## config.mk

```make
export PLATFORM = sky130hd
export DESIGN_NAME = pifo_calendar
export DESIGN_NICKNAME = d
export VERILOG_FILES = /design/src/rtl/pifo_calendar.sv
export SDC_FILE = /design/constraint.sdc
export NUM_CORES = 1
export LEC_CHECK = 0
export ABC_AREA = 1
export ABC_CLOCK_PERIOD_IN_PS = 8400
export CORE_ASPECT_RATIO = 1.4
export CORE_UTILIZATION = 57
export CTS_BUF_LIST = sky130_fd_sc_hd__clkbuf_4
export CTS_CLUSTER_DIAMETER = 80
export CTS_CLUSTER_SIZE = 12
export DETAILED_ROUTE_END_ITERATION = 8
export GPL_TIMING_DRIVEN = 0
export PLACE_DENSITY = 0.88
export SLEW_MARGIN = 40
export SYNTH_ARGS = -nofsm -noshare
export SYNTH_HDL_FRONTEND = slang
export SYNTH_SLANG_ARGS = --single-unit
export TNS_END_PERCENT = 1
```

## constraint.sdc

```tcl
create_clock -name clk -period 8.4 [get_ports clk]
set_input_delay 1.26 -clock clk [delete_from_list [all_inputs] [get_ports clk]]
set_output_delay 1.26 -clock clk [all_outputs]
set_load 0.1 [all_outputs]
```

## src/rtl/pifo_calendar.sv

```systemverilog
// Root-only PIFO calendar: a rank-sorted array of descriptors with insert, pop-head and occupancy.
// Optional macro PIFO_CALENDAR_GATE_EN: pop only when head rank <= s_axis_global_pifo.
module pifo_calendar #(
  parameter int PIFO_CALENDAR_SIZE        = 10,
  parameter int BUFFER_ADDR_WIDTH         = 12,
  parameter int PIFO_CALENDAR_INDEX_WIDTH = 32,
  parameter int PIFO_INFO_WIDTH           = 32
) (
  input  logic                                 clk,
  input  logic                                 rstn,
  input  logic [PIFO_INFO_WIDTH-1:0]           s_axis_pifo_info_root,
  input  logic                                 s_axis_insert_en,
  input  logic                                 s_axis_pop_en,
  input  logic [PIFO_CALENDAR_INDEX_WIDTH-1:0] s_axis_global_pifo,
  output logic [PIFO_INFO_WIDTH-1:0]           m_axis_pifo_calendar_top,
  output logic [BUFFER_ADDR_WIDTH-1:0]         m_axis_buffer_addr,
  output logic                                 m_axis_calendar_full,
  output logic [PIFO_CALENDAR_INDEX_WIDTH-1:0] m_axis_calendar_count
);

  localparam int RANK_W = PIFO_INFO_WIDTH - BUFFER_ADDR_WIDTH;
  localparam int CNT_W  = $clog2(PIFO_CALENDAR_SIZE + 1);
  localparam logic [CNT_W-1:0] SIZE_C = CNT_W'(PIFO_CALENDAR_SIZE);

  function automatic logic [RANK_W-1:0] rank_of(input logic [PIFO_INFO_WIDTH-1:0] d);
    return d[PIFO_INFO_WIDTH-1:BUFFER_ADDR_WIDTH];
  endfunction

  logic [PIFO_INFO_WIDTH-1:0]   entry_r [PIFO_CALENDAR_SIZE];
  logic [PIFO_INFO_WIDTH-1:0]   base_s  [PIFO_CALENDAR_SIZE];
  logic [PIFO_INFO_WIDTH-1:0]   next_s  [PIFO_CALENDAR_SIZE];
  logic [CNT_W-1:0]             count_r;
  logic [CNT_W-1:0]             base_count_s;
  logic [CNT_W-1:0]             next_count_s;
  logic [CNT_W-1:0]             pos_s;
  logic                         full_r;
  logic [BUFFER_ADDR_WIDTH-1:0] addr_r;
  logic                         gate_s;
  logic                         pop_ok_s;
  logic                         ins_ok_s;

`ifdef PIFO_CALENDAR_GATE_EN
  assign gate_s = ({{PIFO_CALENDAR_INDEX_WIDTH{1'b0}}, rank_of(entry_r[0])} <=
                   {{RANK_W{1'b0}}, s_axis_global_pifo});
`else
  logic unused_global;
  assign unused_global = ^s_axis_global_pifo;
  assign gate_s = 1'b1;
`endif

  assign pop_ok_s = s_axis_pop_en && (count_r != {CNT_W{1'b0}}) && gate_s;

  // Pop stage: remove the head first so a same-cycle insert sorts among the survivors.
  always_comb begin
    base_count_s = count_r;
    for (int i = 0; i < PIFO_CALENDAR_SIZE; i++) base_s[i] = entry_r[i];
    if (pop_ok_s) begin
      base_count_s = count_r - CNT_W'(1);
      for (int i = 0; i < PIFO_CALENDAR_SIZE - 1; i++) base_s[i] = entry_r[i+1];
      base_s[PIFO_CALENDAR_SIZE-1] = {PIFO_INFO_WIDTH{1'b0}};
    end else begin
      base_count_s = count_r;
    end
  end

  // Insert stage: slot = number of valid entries with rank <= new rank, which keeps ties FIFO.
  always_comb begin
    ins_ok_s     = s_axis_insert_en && (base_count_s < SIZE_C);
    pos_s        = {CNT_W{1'b0}};
    next_count_s = base_count_s;
    for (int i = 0; i < PIFO_CALENDAR_SIZE; i++) next_s[i] = base_s[i];
    for (int i = 0; i < PIFO_CALENDAR_SIZE; i++) begin
      if ((CNT_W'(i) < base_count_s) &&
          (rank_of(base_s[i]) <= rank_of(s_axis_pifo_info_root))) begin
        pos_s = pos_s + CNT_W'(1);
      end else begin
        pos_s = pos_s;
      end
    end
    if (ins_ok_s) begin
      next_count_s = base_count_s + CNT_W'(1);
      next_s[0] = (pos_s == {CNT_W{1'b0}}) ? s_axis_pifo_info_root : base_s[0];
      for (int i = 1; i < PIFO_CALENDAR_SIZE; i++) begin
        if (CNT_W'(i) < pos_s) begin
          next_s[i] = base_s[i];
        end else if (CNT_W'(i) == pos_s) begin
          next_s[i] = s_axis_pifo_info_root;
        end else begin
          next_s[i] = base_s[i-1];
        end
      end
    end else begin
      next_count_s = base_count_s;
    end
  end

  // State and output registers; invalid slots are always held at zero so entry 0 doubles as top.
  always_ff @(posedge clk or negedge rstn) begin
    if (!rstn) begin
      for (int i = 0; i < PIFO_CALENDAR_SIZE; i++) entry_r[i] <= {PIFO_INFO_WIDTH{1'b0}};
      count_r <= {CNT_W{1'b0}};
      full_r  <= 1'b0;
      addr_r  <= {BUFFER_ADDR_WIDTH{1'b0}};
    end else begin
      for (int i = 0; i < PIFO_CALENDAR_SIZE; i++) entry_r[i] <= next_s[i];
      count_r <= next_count_s;
      full_r  <= (next_count_s == SIZE_C);
      if (pop_ok_s) addr_r <= entry_r[0][BUFFER_ADDR_WIDTH-1:0];
    end
  end

  assign m_axis_pifo_calendar_top = entry_r[0];
  assign m_axis_buffer_addr       = addr_r;
  assign m_axis_calendar_full     = full_r;
  assign m_axis_calendar_count    = PIFO_CALENDAR_INDEX_WIDTH'(count_r);

endmodule

```

==> flow_summary.ini <==
[routing]
drcViolationCount = 2
viasPerCell = 5.81
drtAntennaViolNets = 0
wl_per_cell_um = 19.9
first_iter_violations = 2749
num_vias = 28200
wirelength_um = 96400
drt-pass1-iter-count = 8

[clocking]
cts_buffers = 34
cts_buffer_depth = 3
cts.sinks = 337
cts_root_buf = clkbuf_4
tritoncts = built
clk_pin_slew_worst_paths_ns = 0.13
postCtsHoldBufs = 0
h-tree-depth = 2
insertion_delay_ns = 0.79

[global_routing]
use_met3_pct = 7.70
met2_usage_pct = 66.2
grt_max_degree = 75
antenna_found_initial = 1
grtUsageMet1_pct = 42.4
busiest_layer = met2
grt_usage_pct = 39.4
grt_pass1_vias = 27500
overflow = 0
grt_pass1_wl_um = 144000

[floorplanning]
initial_core_util_pct = 58.0
die_width_um = 184
rows = 92
dieArea_um2 = 47100
core_area_um2 = 45400
die_h_um = 256
ios = 145

[final_layout]
syn2layout_area_growth_pct = 21.3
n_fill_cell = 3646
final_common_cell = nand2_1
most-common-layout-cells = nand2_1 (1399), inv_1 (352), dfrtp_1 (335)
nNetsFinal = 4513
layout-drive-gt1-share_pct = 17.4
final_cell_area_um2 = 31900
final_util_pct = 70.4

[outcome]
violations = design-rule violations, negative setup slack
run_status = finished with violations

[placement]
pre_cts_ws_ns = -2.45
dpl-instance-area_um2 = 28400
port_buffers = 84
place.gp.congestion = 0.998
place_hpwl_um = 68400

[setup_path]
worst_ep_arrival_time_ns = 9.37
required_ns = 9.08
ff2ff_setup_slack_ns = -0.29
endpoint_kind = register
critPathLaunch = s_axis_pop_en
critPathMostFrequentCell = ha_4
start_kind = primary input
crit_type = in2reg
slowest_delay_ns = 0.35
timing.rr.start = count_r[1]
endpoint = entry_r[3]
reg2regPathDepth = 60
path_max_fanout = 6
timing.rr.end = entry_r[3]
slowest_stage = nor4_4

[timing]
min_period_over_period_pct = 104
fin_worst_skew_ns = 0.0542
finalMaxSlewViolations = 0
tns_ns = -44.88
grt_setup_unrepaired = yes
max_slew.worst_pin.slew_ns = 0.956
fmax_mhz = 115
finalHoldViolCount = 0
fin_ws_ns = -0.295
min_period_ns = 8.69
relSlewSlack_pct = 36.1
setup_viol = 316

[synth]
synth-async-reset-ratio_pct = 100
syn_avg_cell_area_um2 = 6.69
synth_edf_count = 0
synth.distinct_cells = 49
ys_seq_elements = 337
ys_seq_area_share_pct = 32.0
syn_inst = 3935
synth_ff_type = dfrtp_1
syn-cell-area_um2 = 26300
ys.warnings.count = 0

[run]
maxCapViolations = 0

[min_path]
hold_class = in2async
cell families (layout without fill, tap and decap cells):
group	count (synthesis)	in the layout	share of synthesized area (%)
AOI/OAI and AO/OA	548	548	11.3
xor gates and xnor gates	4	4	0.162
adders and majority gates	212	212	10.1
buffers and inverters	677	953	11.2
DFF	337	337	32.0
muxes	26	26	0.989
other	1	30	0.0142
and+or+nand+nor	2130	2130	34.2
synth_stat cells (14+ instances only):
library cell     n  area [um2]
o21ai_0        343        1720
ha_1           212        2650
nand3b_1        20         150
nand4_1        122         763
clkbuf_1       104         390
buf_1           14        52.6
mux2i_1         26         260
nor2_1         166         623
nand3_1        267        1340
or2_2           17         106
buf_4           72         541
clkinv_1        21        78.8
buf_2           80         400
dfrtp_1        337        8430
inv_2           16        60.1
inv_1          364        1370
nand2_1       1471        5520
o211ai_1        46         345
a21oi_1        111         556
worst max-delay path: cells and delay by family:
kind / cells / cell delay (ns)
fa+ha+maj: 8 / 1.82
buf+inv: 19 / 2.07
simple gates: 26 / 3.12
xor+xnor: 1 / 0.26
compound gates: 4 / 0.78
metal layers:
metal	up-vias	wire [um]	part of all wire (%)
met5	-	0	0
met4	0	9180	9.5
met3	568	8770	9.1
met2	1638	45400	47
met1	12700	33100	34
li1	13300	-	-
sequential cells by signal, summed over array words and instances (netlist names):
name	count
m_axis_pifo_calendar_top	32
entry_r	288
m_axis_buffer_addr	12
count_r	4
m_axis_calendar_full	1
cell type report:
cell class	instances	area, um2	share of cell area (%)
Antenna cell	2	5.00	0.0157
Buffer	274	2480	7.78
Clock buffer	35	263	0.823
Clock inverter	6	55.1	0.172
Inverter	402	1590	4.98
Multi-Input combinational cell	2948	16100	50.5
Sequential cell	337	8440	26.4
Tap cell	611	764	2.39
Timing Repair Buffer	236	2190	6.87
how the worst min path moves through the flow:
stage / start / endpoint
after global routing: rstn / entry_r[28]
final: rstn / entry_r[28]
after global placement: entry_r[2] / entry_r[2]
after floorplan: entry_r[0] / entry_r[0]
after detailed placement: entry_r[7] / entry_r[7]
after CTS: rstn / entry_r[28]
metrics by stage:
stage	cells	hold WS, ns
2_1_floorplan	3962	0.437
3_3_place_gp	4657	0.450
3_5_place_dp	4662	0.457
4_1_cts	4817	0.287
5_1_grt	4850	0.292
6_report	4851	0.302
timing repair:
action                                  CTS  global route
gates resized for setup                 337           217
endpoints found under the setup margin  320           320
setup buffers                           104            27
gates cloned                             11            10
pin swaps                                75            75
Power is left out: the tool's default activity adds up to more than one toggle a clock period on the data nets, which glitch-free logic cannot reach.
